File: src/rtl/mux_pkg.sv
// Shared definitions for the mux_rr_arb slice: channel-count ceiling,
// index type and a one-hot to index helper.
package mux_pkg;

  localparam int unsigned MUX_MAX_NCH   = 16;
  localparam int unsigned MUX_SEL_MAX_W = $clog2(MUX_MAX_NCH);

  typedef logic [MUX_SEL_MAX_W-1:0] sel_t;

  function automatic sel_t onehot_to_idx(input logic [MUX_MAX_NCH-1:0] oh);
    sel_t idx;
    idx = '0;
    for (int unsigned i = 0; i < MUX_MAX_NCH; i++) begin
      if (oh[i]) idx = idx | sel_t'(i);
    end
    return idx;
  endfunction

endpackage

File: src/rtl/mux_rr_arb_rr_picker.sv
// Combinational round-robin picker: the first requester found cyclically
// after 'last', via a double-width request vector masked to the search window.
module rr_picker
  import mux_pkg::*;
#(
  parameter  int unsigned NCH   = 4,
  localparam int unsigned SEL_W = $clog2(NCH)
) (
  input  logic [NCH-1:0]   req,
  input  logic [SEL_W-1:0] last,
  input  logic             en,
  output logic [NCH-1:0]   grant,
  output logic [SEL_W-1:0] grant_idx,
  output logic             any
);

  logic [2*NCH-1:0]     dbl;
  logic [2*NCH-1:0]     mask;
  logic [2*NCH-1:0]     hit;
  logic [MUX_MAX_NCH-1:0] grant_ext;

  // Window (last, last+NCH] over the doubled vector covers every channel exactly
  // once and wraps without ever producing an index >= NCH.
  always_comb begin
    dbl  = {req, req};
    mask = '0;
    for (int unsigned k = 0; k < 2*NCH; k++) begin
      mask[k] = (k > 32'(last)) && (k <= 32'(last) + NCH);
    end
    hit   = dbl & mask;
    grant = '0;
    for (int unsigned k = 0; k < 2*NCH; k++) begin
      if (en && hit[k] && (grant == '0)) grant[k % NCH] = 1'b1;
    end
  end

  always_comb begin
    grant_ext            = '0;
    grant_ext[NCH-1:0]   = grant;
    grant_idx            = SEL_W'(onehot_to_idx(grant_ext));
  end

  assign any = |req;

endmodule

File: src/rtl/mux_rr_arb.sv
// N-channel valid/ready mux with round-robin arbitration and one output register.
// Define MUX_RR_ARB_FIXED_PRIO_EN for fixed lowest-index-wins priority.
module mux_rr_arb
  import mux_pkg::*;
#(
  parameter  int unsigned WIDTH = 32,
  parameter  int unsigned NCH   = 4,
  localparam int unsigned SEL_W = $clog2(NCH)
) (
  input  logic                 clk,
  input  logic                 rst_n,
  input  logic [NCH*WIDTH-1:0] in_data,
  input  logic [NCH-1:0]       in_valid,
  output logic [NCH-1:0]       in_ready,
  output logic [WIDTH-1:0]     out_data,
  output logic                 out_valid,
  input  logic                 out_ready,
  output logic [SEL_W-1:0]     out_sel
);

  logic             load;
  logic             any;
  logic [NCH-1:0]   grant;
  logic [SEL_W-1:0] grant_idx;
  logic [SEL_W-1:0] last;
  logic [WIDTH-1:0] grant_data;

  assign load     = ~out_valid | out_ready;
  assign in_ready = grant;

`ifdef MUX_RR_ARB_FIXED_PRIO_EN
  // Pinning the pointer at NCH-1 makes the picker search from channel 0.
  assign last = SEL_W'(NCH - 1);
`else
  logic [SEL_W-1:0] last_grant;

  always_ff @(posedge clk or negedge rst_n) begin
    if (!rst_n)             last_grant <= SEL_W'(NCH - 1);
    else if (load && any)   last_grant <= grant_idx;
  end

  assign last = last_grant;
`endif

  rr_picker #(.NCH(NCH)) u_picker (
    .req       (in_valid),
    .last      (last),
    .en        (load),
    .grant     (grant),
    .grant_idx (grant_idx),
    .any       (any)
  );

  always_comb begin
    grant_data = '0;
    for (int unsigned i = 0; i < NCH; i++) begin
      if (grant[i]) grant_data = grant_data | in_data[i*WIDTH +: WIDTH];
    end
  end

  always_ff @(posedge clk or negedge rst_n) begin
    if (!rst_n) begin
      out_valid <= 1'b0;
      out_data  <= '0;
      out_sel   <= '0;
    end else if (load) begin
      if (any) begin
        out_valid <= 1'b1;
        out_data  <= grant_data;
        out_sel   <= grant_idx;
      end else begin
        out_valid <= 1'b0;
      end
    end
  end

endmodule

File: config.mk
export PLATFORM = sky130hd
export DESIGN_NAME = mux_rr_arb
export DESIGN_NICKNAME = d
export VERILOG_FILES = /design/src/rtl/mux_pkg.sv /design/src/rtl/mux_rr_arb_rr_picker.sv /design/src/rtl/mux_rr_arb.sv
export SDC_FILE = /design/constraint.sdc
export NUM_CORES = 1
export LEC_CHECK = 0
export ABC_CLOCK_PERIOD_IN_PS = 2009
export CORE_UTILIZATION = 36
export CTS_BUF_LIST = sky130_fd_sc_hd__clkbuf_8
export DETAILED_ROUTE_END_ITERATION = 10
export GPL_TIMING_DRIVEN = 0
export PLACE_DENSITY = 0.8
export RECOVER_POWER = 50
export SLEW_MARGIN = 25
export SYNTH_ARGS = -nofsm -noshare
export SYNTH_HDL_FRONTEND = slang
export SYNTH_HIERARCHICAL = 1
export SYNTH_SLANG_ARGS = --single-unit
File: constraint.sdc
create_clock -name clk -period 2.01 [get_ports clk]
set_input_delay 0.402 -clock clk [delete_from_list [all_inputs] [get_ports clk]]
set_output_delay 0.402 -clock clk [all_outputs]
set_load 0.02 [all_outputs]
Word level (Yosys, flattened, before mapping). Cells that the tools add are included. W data, S select, Z words.

Bits in registers: 37. Word-level logic and storage cells: 65. Input bits: 135. Output and inout port bits: 39.

Reductions and logical operators: 27. Bitwise logic cells: 7. Add/subtract/negate cells: 1. Mux-type cells: 16. $lt $le $gt $ge: 10.

Operators with widths (number): $le A3 B32 Y1 const A (4); $mux W32 (4); $or A32 B32 Y32 (3); $le A2 B32 Y1 const A (2); $le A1 B32 Y1 const A (1); $logic_and A1 B1 Y1 (19); $logic_not A4 Y1 (4); $mux W1 (10); $and A8 B8 Y8 (1); $add A2 B3 Y4 const B (1); $gt A2 B2 Y1 const A (2); $mux W2 (2); $reduce_or A4 Y1 (1); $logic_not A3 Y1 (1); $gt A1 B2 Y1 const A (1); $logic_not A2 Y1 (1); $not A1 Y1 (2); $reduce_and A2 Y1 (1); $or A1 B1 Y1 (1).

Depth between registers and ports, before layout.
Depth after elaboration: 28. Gate-level depth with buffers: 9. Depth with buffers taken out: 7.

Modules after synthesis. Netlist, hierarchy kept.

Modules (own cells, without submodules): mux_rr_arb (times used 1, seq. area each 928.4 sq um, cells an instance 198, area an instance 2287.2 sq um); rr_picker (times used 1, seq. area each 0.0 sq um, cells an instance 33, area an instance 181.4 sq um).

Least setup slack after synthesis. OpenSTA, ideal clock, no wires.

Path kind: reg-to-reg. From: register out_valid. To: register out_data[30]. Required time: 1928 ps. Arrival: 2084 ps. Path buffers: 3. Cell stages (with the launch flop): 10. Period minus slack after synthesis: 2166 ps. Path slack: -156 ps. Setup time: 82 ps. Cell sequence: dfrtp_1 > nand2b_4 > buf_6 > buf_2 > o211ai_1 > nor2_1 > buf_6 > a22o_1 > a221oi_2 > a31oi_1.

Cells in the longest elaborated chain, start to end: 26. Elaborated cells on any way between the ends: 40. Classes of those cells: mux (12); bitwise (6); reduce/logical (22).

RTL lines: from (decl) (RTL line mux_rr_arb.sv:16) `output logic out_valid,`; from (signal assigned) (RTL line mux_rr_arb.sv:63) `out_valid <= 1'b0;`; from (signal assigned) (RTL line mux_rr_arb.sv:68) `out_valid <= 1'b1;`; from (signal assigned) (RTL line mux_rr_arb.sv:72) `out_valid <= 1'b0;`; $not A1 Y1 (*) (RTL line mux_rr_arb.sv:28) `assign load = ~out_valid | out_ready;`; $or A1 B1 Y1 (*) (RTL line mux_rr_arb.sv:28); named net load (RTL line mux_rr_arb.sv:21) `logic load;`; $logic_and A1 B1 Y1 (RTL line mux_rr_arb_rr_picker.sv:33) `if (en && hit[k] && (grant == '0)) grant[k % NCH] = 1'b1;`; $mux W1 (RTL line mux_rr_arb_rr_picker.sv:33); $not A1 Y1 (RTL line mux_rr_arb_rr_picker.sv:33); $logic_and A1 B1 Y1 (RTL line mux_rr_arb_rr_picker.sv:33); $mux W1 (RTL line mux_rr_arb_rr_picker.sv:33); [9 not listed]; named net in_ready[0] (RTL line mux_rr_arb.sv:14) `output logic [NCH-1:0] in_ready,`; [2 not listed]; $mux W1 (RTL line mux_rr_arb_rr_picker.sv:33); $logic_not A4 Y1 (RTL line mux_rr_arb_rr_picker.sv:33); $logic_and A1 B1 Y1 (RTL line mux_rr_arb_rr_picker.sv:33); $mux W1 (RTL line mux_rr_arb_rr_picker.sv:33); $logic_not A4 Y1 (RTL line mux_rr_arb_rr_picker.sv:33); $logic_and A1 B1 Y1 (RTL line mux_rr_arb_rr_picker.sv:33); $mux W1 (RTL line mux_rr_arb_rr_picker.sv:33); $mux W32 (*) (RTL line mux_rr_arb.sv:57) `if (grant[i]) grant_data = grant_data | in_data[i*WIDTH +: WIDTH];`; to (signal assigned) (RTL line mux_rr_arb.sv:69) `out_data <= grant_data;`; to (decl) (RTL line mux_rr_arb.sv:15) `output logic [WIDTH-1:0] out_data,`.

The timed path passes the listed nets; every way through them passes the cells marked *. A chain may end at the register's enable or synchronous reset.

Worst setup path after layout.
From: register last_grant[1] (netlist: last[1]). To: output in_ready[3].

Cells in the longest elaborated chain, start to end: 25. Elaborated cells on any way between the ends: 42. Classes of those cells: add/sub (1); order compare (10); mux (7); bitwise (1); reduce/logical (23).

RTL lines: from (decl) (RTL line mux_rr_arb.sv:35) `logic [SEL_W-1:0] last_grant;`; from (signal assigned) (RTL line mux_rr_arb.sv:38) `if (!rst_n) last_grant <= SEL_W'(NCH - 1);`; from (signal assigned) (RTL line mux_rr_arb.sv:39) `else if (load && any) last_grant <= grant_idx;`; $add A2 B3 Y4 (RTL line mux_rr_arb_rr_picker.sv:28) `mask[k] = (k > 32'(last)) && (k <= 32'(last) + NCH);`; $le A1 B32 Y1 (RTL line mux_rr_arb_rr_picker.sv:28); $logic_and A1 B1 Y1 (RTL line mux_rr_arb_rr_picker.sv:28); $and A8 B8 Y8 (*) (RTL line mux_rr_arb_rr_picker.sv:30) `hit = dbl & mask;`; $logic_and A1 B1 Y1 (2 in a row) (RTL line mux_rr_arb_rr_picker.sv:33); $mux W1 (RTL line mux_rr_arb_rr_picker.sv:33); $logic_not A2 Y1 (RTL line mux_rr_arb_rr_picker.sv:33); $logic_and A1 B1 Y1 (RTL line mux_rr_arb_rr_picker.sv:33); [8 not listed]; $logic_and A1 B1 Y1 (RTL line mux_rr_arb_rr_picker.sv:33); $mux W1 (RTL line mux_rr_arb_rr_picker.sv:33); $logic_not A4 Y1 (RTL line mux_rr_arb_rr_picker.sv:33); $logic_and A1 B1 Y1 (RTL line mux_rr_arb_rr_picker.sv:33); $mux W1 (RTL line mux_rr_arb_rr_picker.sv:33); $logic_not A4 Y1 (RTL line mux_rr_arb_rr_picker.sv:33); $logic_and A1 B1 Y1 (RTL line mux_rr_arb_rr_picker.sv:33); $mux W1 (*) (RTL line mux_rr_arb_rr_picker.sv:33); to (decl) (RTL line mux_rr_arb.sv:14).

Every way passes the cells marked *; elsewhere a longest branch is shown, timed or not.

==> run metrics <==
outcome=finished with violations; violated checks=DRC; crit path launch=last[1]$_DFFE_PN1P_; Syn-to-layout area delta=90.8%; initial DRC count=133; core area=0.00649 mm²; Peak supply drop=0.388 mV; Syn Area/Cell=10.7 µm²; CTS Buf Count=5; Yosys cell types=30; Setup crit start kind=register; clk_lat worst skew=0.29 ns; largest net degree at the start of global routing=22; Slew @ Worst Pin=0.972 ns; Cell Count, Final, Fillers Out=502; antenna-violating nets left=0; worst slack, placed=-0.930 ns; GP Congestion=0.847; post-route minimum period=2.00 ns; total congestion overflow=0; max_slew headroom=0.352; total power after layout=0.00302 W; critical path required time=1.61 ns; Max Clock Skew=0.00364 ns; DR vias=2855; root buffer cell=clkbuf_8; Max H-tree Level=2; CTS Hold Buffers Added=0; std cell rows=29; kind of end point of the critical path=output pin; placed cell count=482; IO Count=174; full die area=0.00719 mm²; Port Buf Inserts=173; ratio of cells with drive above 1 in the final layout=0.212; Leak=1.84 nW; Mapped Area=0.00247 mm²; WL final=9.13 mm; RSZ-0062 raised after global routing=true; final core utilization=0.725; synthesized net count=366; Hold Slack=0.242 ns; vias in the first global route=2851; Avg WL per Cell=18.2 µm; Die X=84.8 µm; yosys warns=6; Synth area leader=dfrtp_1; all-layer global routing usage=0.252; fmax=500 MHz; Clock Tree Buf Depth=2; Final #Nets=559; Critical R2R Launch=last[1]$_DFFE_PN1P_; Hold Vio Cnt, Final=0; clock-pin transition on the worst setup and hold timing paths=0.08 ns; ant diodes=0; DR vias/cell=5.69; power per cell area=641 mW/mm²; Synth Register Bits=37; hpwl dp=6.67 mm; drt drc=13; DR pass1 iterations=10; Clock Sinks=37; reg2reg setup slack=0.05 ns; Hold Path Class=input port to async pin; Seq/Total Area, Yosys=0.376; first-pass GRT wire length=14.2 mm; share of Yosys cell area claimed by the top area cell type=0.355; Syn Inst Count=231; critical path type=register to output pin; CP arrival=1.60 ns; Initial Utilization=0.380; Setup WS post-layout=0.0117 ns; MaxCap Viol Count=0; # setup viols final=0; TritonCTS clock tree=done; height of the chip=84.8 µm; initial antenna violation count=0; crit-path max FO=6; Final Max Slew Viols=0; crit share post-route=0.994; top cells by area, synth=dfrtp_1 35%, a221oi_2 18%, a22o_1 11%
cells in the final DEF (no fill, tap or decap), types with 2 or more instances in the layout:
master,synthesis,routed
a21oi_1,38,37
a21oi_2,1,2
a221oi_1,2,2
a221oi_2,30,23
a221oi_4,0,7
a22o_1,32,31
a31oi_1,32,32
buf_12,0,3
buf_2,10,7
buf_4,2,13
buf_6,5,7
buf_8,0,2
clkbuf_1,8,9
clkbuf_4,0,2
clkbuf_8,0,6
clkdlybuf4s50_1,0,163
clkinvlp_4,0,2
dfrtp_1,35,35
dfstp_2,2,2
dlygate4sd2_1,0,3
dlymetal6s2s_1,0,2
mux2_1,4,4
nand2_1,2,2
nand2b_1,3,2
nand2b_4,1,2
nor2_1,8,5
nor2_4,0,3
o21ai_0,2,2
layout make-up:
class / count / area (µm²)
buffer: 25 / 206
clock buffer: 6 / 82.6
clock inverter: 2 / 37.5
fill: 483 / 1780
inverter: 3 / 15.0
multi-input combinational: 164 / 1480
sequential: 37 / 928
tap: 77 / 96.3
timing repair buffer: 188 / 1870
synth_stat cells:
master    count
o21ai_0       2
o211ai_1      1
nand2b_4      1
dfstp_2       2
a31oi_1      32
buf_2        10
mux2_1        4
a211o_1       1
a221oi_1      2
o22ai_1       1
a22o_1       32
inv_1         2
nand2b_2      1
and3_1        1
nand2_1       2
dfrtp_1      35
a21oi_1      38
nor2_1        8
nor2b_1       1
a21oi_2       1
buf_6         5
a221oi_2     30
o221ai_1      1
o21ai_1       1
inv_2         1
buf_4         2
clkbuf_1      8
nand3_2       1
bufbuf_8      2
nand2b_1      3
worst paths after layout:
path | cells past startpoint | end
max | 5 | in_ready[3]
min | 1 | out_data[26]$_DFFE_PN0P_
max reg2reg | 7 | out_data[17]$_DFFE_PN0P_
min reg2reg | 1 | out_sel[0]$_DFFE_PN0P_
max in group asynchronous | 2 | out_data[13]$_DFFE_PN0P_
min in group clk | 1 | out_sel[0]$_DFFE_PN0P_
metrics by stage:
stage	area (µm²)	TNS (ns)
finish	4710	0
global route	4710	-0.726
CTS	4590	-0.0643
detailed placement	4330	-22.32
global placement	4300	-31.35
floorplan	2480	0
worst max-delay path: stages, from the launching register on:
cell and delay (ns):
dfstp_2 0.59, inv_2 0.07, o21ai_0 0.22, nand3_2 0.15, nor2_4 0.15, buf_6 0.13
cell families (layout without fill, tap and decap cells):
logic type	Yosys count	after routing	synth area share
simple gates	18	18	0.0411
compound gates	142	142	0.484
mux	4	4	0.0182
buf+inv	30	224	0.0811
flops	37	37	0.376
flip-flops by register name, summed over array words and instances, names as in the netlist:
signal	flops
out_data	32
out_valid	1
last	2
out_sel	2
power by group:
part	leakage, nW	internal, W	switching (W)	total, W
Sequential	0.439	0.000873	0.0000719	0.000945
Combinational	1.34	0.000776	0.000619	0.00140
Clock	0.0574	0.000403	0.000275	0.000679
Total	1.84	0.00205	0.000966	0.00302
routing by layer:
layer  track usage  share of wire
met5             0              0
met4        0.0663          0.011
met3        0.0535          0.079
met2         0.454           0.52
met1         0.305           0.39
timing repair:
item	CTS	global route
buffers inserted	11	2
cloned	1	0
endpoints found under the setup margin	36	35
pin swaps	13	10
resized for setup	35	24
(Power assumes the default switching activity.)
